### src/rtl/shared_arb_pkg.sv
// rtl/shared_arb_pkg.sv - shared types, constants and round-robin pick for shared_unit_arbiter
package shared_arb_pkg;

    typedef enum logic [1:0] {
        IDLE = 2'd0,
        BUSY = 2'd1,
        RESP = 2'd2
    } arb_state_t;

    localparam int STAT_W  = 16;
    localparam int MAX_REQ = 16;
    localparam int PICK_W  = 4;

    // First set bit at or above ptr, wrapping within the n active requesters.
    function automatic logic [PICK_W-1:0] rr_pick(
        input logic [MAX_REQ-1:0] req,
        input logic [PICK_W-1:0]  ptr,
        input int                 n
    );
        logic [PICK_W-1:0] win;
        logic              found;
        int                idx;
        win   = '0;
        found = 1'b0;
        idx   = 0;
        for (int i = 0; i < MAX_REQ; i++) begin
            if (!found && (i < n)) begin
                idx = (int'(ptr) + i) % n;
                if (req[idx]) begin
                    win   = PICK_W'(idx);
                    found = 1'b1;
                end
            end
        end
        return win;
    endfunction

endpackage

### src/rtl/shared_adder.sv
// rtl/shared_adder.sv - combinational widened adder used as the shared compute unit
module shared_adder #(
    parameter int WIDTH  = 10,
    parameter int HEIGHT = 11,
    parameter int SUM_W  = 20
) (
    input  logic [WIDTH-1:0]  a,
    input  logic [HEIGHT-1:0] b,
    output logic [SUM_W-1:0]  sum
);

    localparam int EXT_W = ((WIDTH > HEIGHT) ? WIDTH : HEIGHT) + 1;

    logic [EXT_W-1:0] ext;

    // Full-precision sum first; narrowing to SUM_W wraps by design.
    assign ext = EXT_W'(a) + EXT_W'(b);
    assign sum = SUM_W'(ext);

endmodule

### src/rtl/shared_unit_arbiter.sv
// rtl/shared_unit_arbiter.sv - round-robin sequencer sharing one adder; SHARED_ARB_STATS_EN adds grant counters
module shared_unit_arbiter
    import shared_arb_pkg::*;
#(
    parameter int N_REQ     = 4,
    parameter int WIDTH     = 10,
    parameter int HEIGHT    = 11,
    parameter int SUM_W     = 20,
    parameter int OP_CYCLES = 2,
    localparam int IDX_W    = $clog2(N_REQ),
    localparam int CNT_W    = (OP_CYCLES > 1) ? $clog2(OP_CYCLES) : 1
) (
    input  logic                     clock,
    input  logic                     reset_n,
    input  logic [N_REQ-1:0]         req,
    input  logic [N_REQ*WIDTH-1:0]   op_a,
    input  logic [N_REQ*HEIGHT-1:0]  op_b,
    output logic [N_REQ-1:0]         grant,
    output logic                     busy,
    output logic                     resp_valid,
    output logic [IDX_W-1:0]         resp_id,
    output logic [SUM_W-1:0]         resp_sum,
    input  logic                     resp_ready
`ifdef SHARED_ARB_STATS_EN
    ,
    output logic [N_REQ*STAT_W-1:0]  grant_count
`endif
);

    arb_state_t        state;
    logic [IDX_W-1:0]  rr_ptr;
    logic [IDX_W-1:0]  winner;
    logic [IDX_W-1:0]  id_q;
    logic [CNT_W-1:0]  cnt;
    logic [WIDTH-1:0]  a_q;
    logic [HEIGHT-1:0] b_q;
    logic [SUM_W-1:0]  sum_d;
    logic [SUM_W-1:0]  sum_q;
    logic              take;

    assign winner = IDX_W'(rr_pick(MAX_REQ'(req), PICK_W'(rr_ptr), N_REQ));

    // Reset gates the grant so nothing is accepted while the block is held in reset.
    assign take = reset_n && (state == IDLE) && (|req);

    always_comb begin
        grant = '0;
        if (take) begin
            grant[winner] = 1'b1;
        end
    end

    assign busy       = (state != IDLE);
    assign resp_valid = (state == RESP);
    assign resp_id    = id_q;
    assign resp_sum   = sum_q;

    shared_adder #(
        .WIDTH  (WIDTH),
        .HEIGHT (HEIGHT),
        .SUM_W  (SUM_W)
    ) u_adder (
        .a   (a_q),
        .b   (b_q),
        .sum (sum_d)
    );

    always_ff @(posedge clock or negedge reset_n) begin
        if (!reset_n) begin
            state  <= IDLE;
            rr_ptr <= '0;
            cnt    <= '0;
            id_q   <= '0;
            a_q    <= '0;
            b_q    <= '0;
            sum_q  <= '0;
        end else begin
            case (state)
                IDLE: begin
                    if (take) begin
                        a_q    <= op_a[winner*WIDTH +: WIDTH];
                        b_q    <= op_b[winner*HEIGHT +: HEIGHT];
                        id_q   <= winner;
                        rr_ptr <= (winner == IDX_W'(N_REQ-1)) ? '0 : winner + 1'b1;
                        cnt    <= CNT_W'(OP_CYCLES-1);
                        state  <= BUSY;
                    end
                end
                BUSY: begin
                    if (cnt == '0) begin
                        sum_q <= sum_d;
                        state <= RESP;
                    end else begin
                        cnt <= cnt - 1'b1;
                    end
                end
                RESP: begin
                    if (resp_ready) begin
                        state <= IDLE;
                    end
                end
                default: state <= IDLE;
            endcase
        end
    end

`ifdef SHARED_ARB_STATS_EN
    logic [STAT_W-1:0] stat_q [N_REQ];

    always_ff @(posedge clock or negedge reset_n) begin
        if (!reset_n) begin
            for (int i = 0; i < N_REQ; i++) begin
                stat_q[i] <= '0;
            end
        end else if (take && (stat_q[winner] != '1)) begin
            stat_q[winner] <= stat_q[winner] + 1'b1;
        end
    end

    always_comb begin
        grant_count = '0;
        for (int i = 0; i < N_REQ; i++) begin
            grant_count[i*STAT_W +: STAT_W] = stat_q[i];
        end
    end
`endif

endmodule

### config.mk
export PLATFORM = sky130hd
export DESIGN_NAME = shared_unit_arbiter
export DESIGN_NICKNAME = d
export VERILOG_FILES = /design/src/rtl/shared_arb_pkg.sv /design/src/rtl/shared_adder.sv /design/src/rtl/shared_unit_arbiter.sv
export SDC_FILE = /design/constraint.sdc
export NUM_CORES = 1
export LEC_CHECK = 0
export ABC_AREA = 0
export BUFFER_PORTS_ARGS = -buffer_cell sky130_fd_sc_hd__clkbuf_2
export CAP_MARGIN = 30
export CORE_MARGIN = 2
export CORE_UTILIZATION = 34
export CTS_BUF_LIST = sky130_fd_sc_hd__clkbuf_4 sky130_fd_sc_hd__clkbuf_8
export DETAILED_ROUTE_END_ITERATION = 10
export GPL_TIMING_DRIVEN = 0
export SLEW_MARGIN = 20
export SYNTH_ARGS = -nofsm -noshare
export SYNTH_HDL_FRONTEND = slang
export SYNTH_SLANG_ARGS = --single-unit
### constraint.sdc
create_clock -name clock -period 2.2 [get_ports clock]
set_input_delay 0.11 -clock clock [delete_from_list [all_inputs] [get_ports clock]]
set_output_delay 0.11 -clock clock [all_outputs]
set_load 0.02 [all_outputs]
==> results.sh <==
export IMPL_relSlewSlack_pct=46.4
export IMPL_cp_buffers_inverters=0
export IMPL_ant_nets=0
export IMPL_groute_usage_overall_pct=16.0
export IMPL_outcome="finished clean"
export IMPL_area_growth_pct=31.1
export IMPL_wire_per_inst_um=14.0
export IMPL_critPathCaptureType="flip-flop"
export IMPL_synth_top_area_cell="dfrtp_1"
export IMPL_tns_ns=0
export IMPL_drcViolationCount=0
export IMPL_synth_main_ff_cell="dfrtp_1"
export IMPL_yosysUniqueCellTypes=46
export IMPL_whs_path_depth=2
export IMPL_dp_cells=482
export IMPL_antenna_found_initial=0
export IMPL_start_util_pct=35.4
export IMPL_finClkSkew_ns=0.00428
export IMPL_synth_area_per_cell_um2=10.5
export IMPL_drtIter0Drc=76
export IMPL_synthCells=262
export IMPL_setup_viol=0
export IMPL_yosys_area_top_type_share_pct=36.2
export IMPL_hold_ws_ns=0.00994
export IMPL_cts_num_sinks=40
export IMPL_report_final_hold_viol_count=0
export IMPL_cts_tree="done"
export IMPL_synthesis_area_um2=2760
export IMPL_n_antenna_cell=0
export IMPL_synth_seq_area_share_pct=36.2
export IMPL_cp_data_arrival_time_ns=2.32
export IMPL_p_leak_uw=0.00193
export IMPL_worstPathCellList="ha_1 -> fa_2 -> a21o_1 -> a21boi_2 -> nor2b_1 -> or4_1 -> nand3_1"
export IMPL_cts_buffer_depth=2
export IMPL_yosys_warnings=0
export IMPL_max_vdd_ir_drop_mv=0.600
export IMPL_min_path_type="in -> reg"
export IMPL_swShare_pct=44.1
export IMPL_seqPwrFrac_pct=28.7
export IMPL_synth_edf_count=0
export IMPL_reg2reg_to="resp_sum[8]$_DFFE_PN0P_"
export IMPL_core_area_um2=7810
export IMPL_timing_rr_start="b_q[0]$_DFFE_PN0P_"
export IMPL_r2r_slack_ns=0.10
export IMPL_cp_required_ns=2.42
export IMPL_hpwlAfterDp_um=5560
export IMPL_grt_pass1_wl_um=11100
export IMPL_hold_path_end="state[1]$_DFFE_PN0P_"
export IMPL_grt_pass1_vias=2310
export IMPL_synth_most_common_cell="mux2i_1"
export IMPL_viasPerCell=4.88
export IMPL_fin_crit_sh_pct=95.3
export IMPL_ff2ff_path_depth=7
export IMPL_std_cell_rows=32
export IMPL_clkTransAtPathRegs_ns=0.08
export IMPL_die_w_um=94.2
export IMPL_drt_wl_total_um=6890
export IMPL_grt_ovfl_total=0
export IMPL_insertion_delay_ns=0.29
export IMPL_ys_ff_latch=40
export IMPL_drv_cap=0
export IMPL_crit_type="reg -> reg"
export IMPL_cts_buffers=5
export IMPL_cp_slowest_cell="or4_1"
export IMPL_min_from="resp_ready"
export IMPL_drive_gt1_share_pct=43.6
export IMPL_synthTopCellsByArea="dfrtp_1, mux2i_1, o221ai_2"
export IMPL_clock_root_buffer="clkbuf_8"
export IMPL_fmax_mhz=477
export IMPL_fin_nets=492
export IMPL_min_period_ns=2.10
export IMPL_portBuffers=110
export IMPL_cp_start_kind="flip-flop"
export IMPL_crit_family="simple AND/OR/NAND/NOR gates"
export IMPL_h_tree_depth=2
export IMPL_rsz0062_at_grt="false"
export IMPL_drt_pass1_iter_count=4
export IMPL_cpPeakStageDelay_ns=0.47
export IMPL_p_comb_share_pct=60.4
export IMPL_grt_start_max_net_pins=23
export IMPL_ios=119
export IMPL_intPower_uw=2630
export IMPL_maxSlewViolCount=0
export IMPL_fillerInstances=764
export IMPL_p_sw_uw=2070
export IMPL_die_h_um=94.2
export IMPL_gp_congestion=0.841
export IMPL_asyncSetResetFlopFracSynth_pct=100
export IMPL_tightest_slew_ns=0.801
export IMPL_stdcell_count=492
export IMPL_netlist_top_cells_count="mux2i_1, dfrtp_1, nand2_1"
export IMPL_cp_max_fo=3
export IMPL_die_area_um2=8870
export IMPL_power_density_nw_per_um2=1300
export IMPL_num_vias=2401
export IMPL_p_clk_share_pct=10.8
[kinds of logic after synthesis]
| logic type | Yosys count | synth area share, % |
|---|---|---|
| XOR/XNOR | 6 | 1.90 |
| AND/OR/NAND/NOR | 71 | 12.3 |
| other | 1 | 0.136 |
| flip-flops | 40 | 36.2 |
| AO/OA/AOI/OAI | 57 | 19.1 |
| buffers and inverters | 29 | 7.83 |
| adder cells (fa/ha/maj) | 12 | 5.70 |
| multiplexers | 46 | 16.8 |
[how the worst max path moves through the flow]
stage	startpoint	end	cells past startpoint
2_1_floorplan	a_q[0]$_DFFE_PN0P_	resp_sum[8]$_DFFE_PN0P_	7
3_3_place_gp	reset_n	grant[0]	7
3_5_place_dp	b_q[0]$_DFFE_PN0P_	resp_sum[10]$_DFFE_PN0P_	7
4_1_cts	state[0]$_DFFE_PN0P_	grant[0]	7
5_1_grt	state[0]$_DFFE_PN0P_	grant[2]	7
6_report	b_q[0]$_DFFE_PN0P_	resp_sum[8]$_DFFE_PN0P_	7
[power by group through the flow]
stage / clock, µW / combinational, µW / sequential, µW
floorplan: 0 / 2020 / 1420
global placement: 0 / 2770 / 1360
detailed placement: 0 / 2820 / 1370
CTS: 525 / 2850 / 1360
global route: 564 / 3170 / 1400
finish: 510 / 2840 / 1350
[area by class of cell]
type                    count  area (µm²)  share of cell area [%]
clock buffers               7        83.8                    2.31
repair buffers            114         603                    16.6
multi-input cells         200        1580                    43.7
inverters                   6        23.8                   0.656
flip-flops and latches     40        1000                    27.7
plain buffers              22         189                    5.22
clock inverters             1        8.76                   0.242
well taps                 102         128                    3.52
[timing repair]
| item | CTS | global route |
|---|---|---|
| endpoints found under the hold margin | 18 | 0 |
| buffers inserted | 0 | 1 |
| hold buffers | 2 | 0 |
| gates resized for setup | 2 | 6 |
| setup endpoints to repair | 4 | 6 |
[layout by cell type, fill, tap and decap left out, types with 8 or more instances in the layout]
master    instances
nor2_1            8
ha_1             11
clkbuf_2        109
conb_1            8
o21ai_0          10
a21oi_1           8
nand2_1          39
mux2i_1          43
dfrtp_1          39
o221ai_2         18
buf_4            12
[worst reg2reg max path, stage by stage, from the launching register on]
cell	delay, ns
dfrtp_1	0.41
ha_1	0.24
fa_2	0.37
a21o_1	0.19
a21boi_2	0.19
nor2b_1	0.08
or4_1	0.47
nand3_1	0.09
[registers in the layout (all words and copies together) (netlist names)]
signal,cells
cnt,1
resp_id,2
rr_ptr,2
state,2
a_q,10
resp_sum,12
b_q,11
[per-layer routing]
metal,share of wire (%),global-route usage (%)
met5,0,0
met4,0.89,4.23
met3,4.4,2.97
met2,49,25.7
met1,46,22.0
[metrics by stage]
stage	utilization (%)	instance area, µm²	setup WS, ns	total power [µW]
after global routing	46.4	3620	0.00501	5130
after global placement	44.4	3470	-0.0370	4130
after detailed placement	44.8	3500	-0.00110	4180
after CTS	46.3	3620	0.00272	4730
after floorplan	-	2790	0.172	3450
final	46.4	3620	0.104	4700
Power figures use the tool's default switching activity.
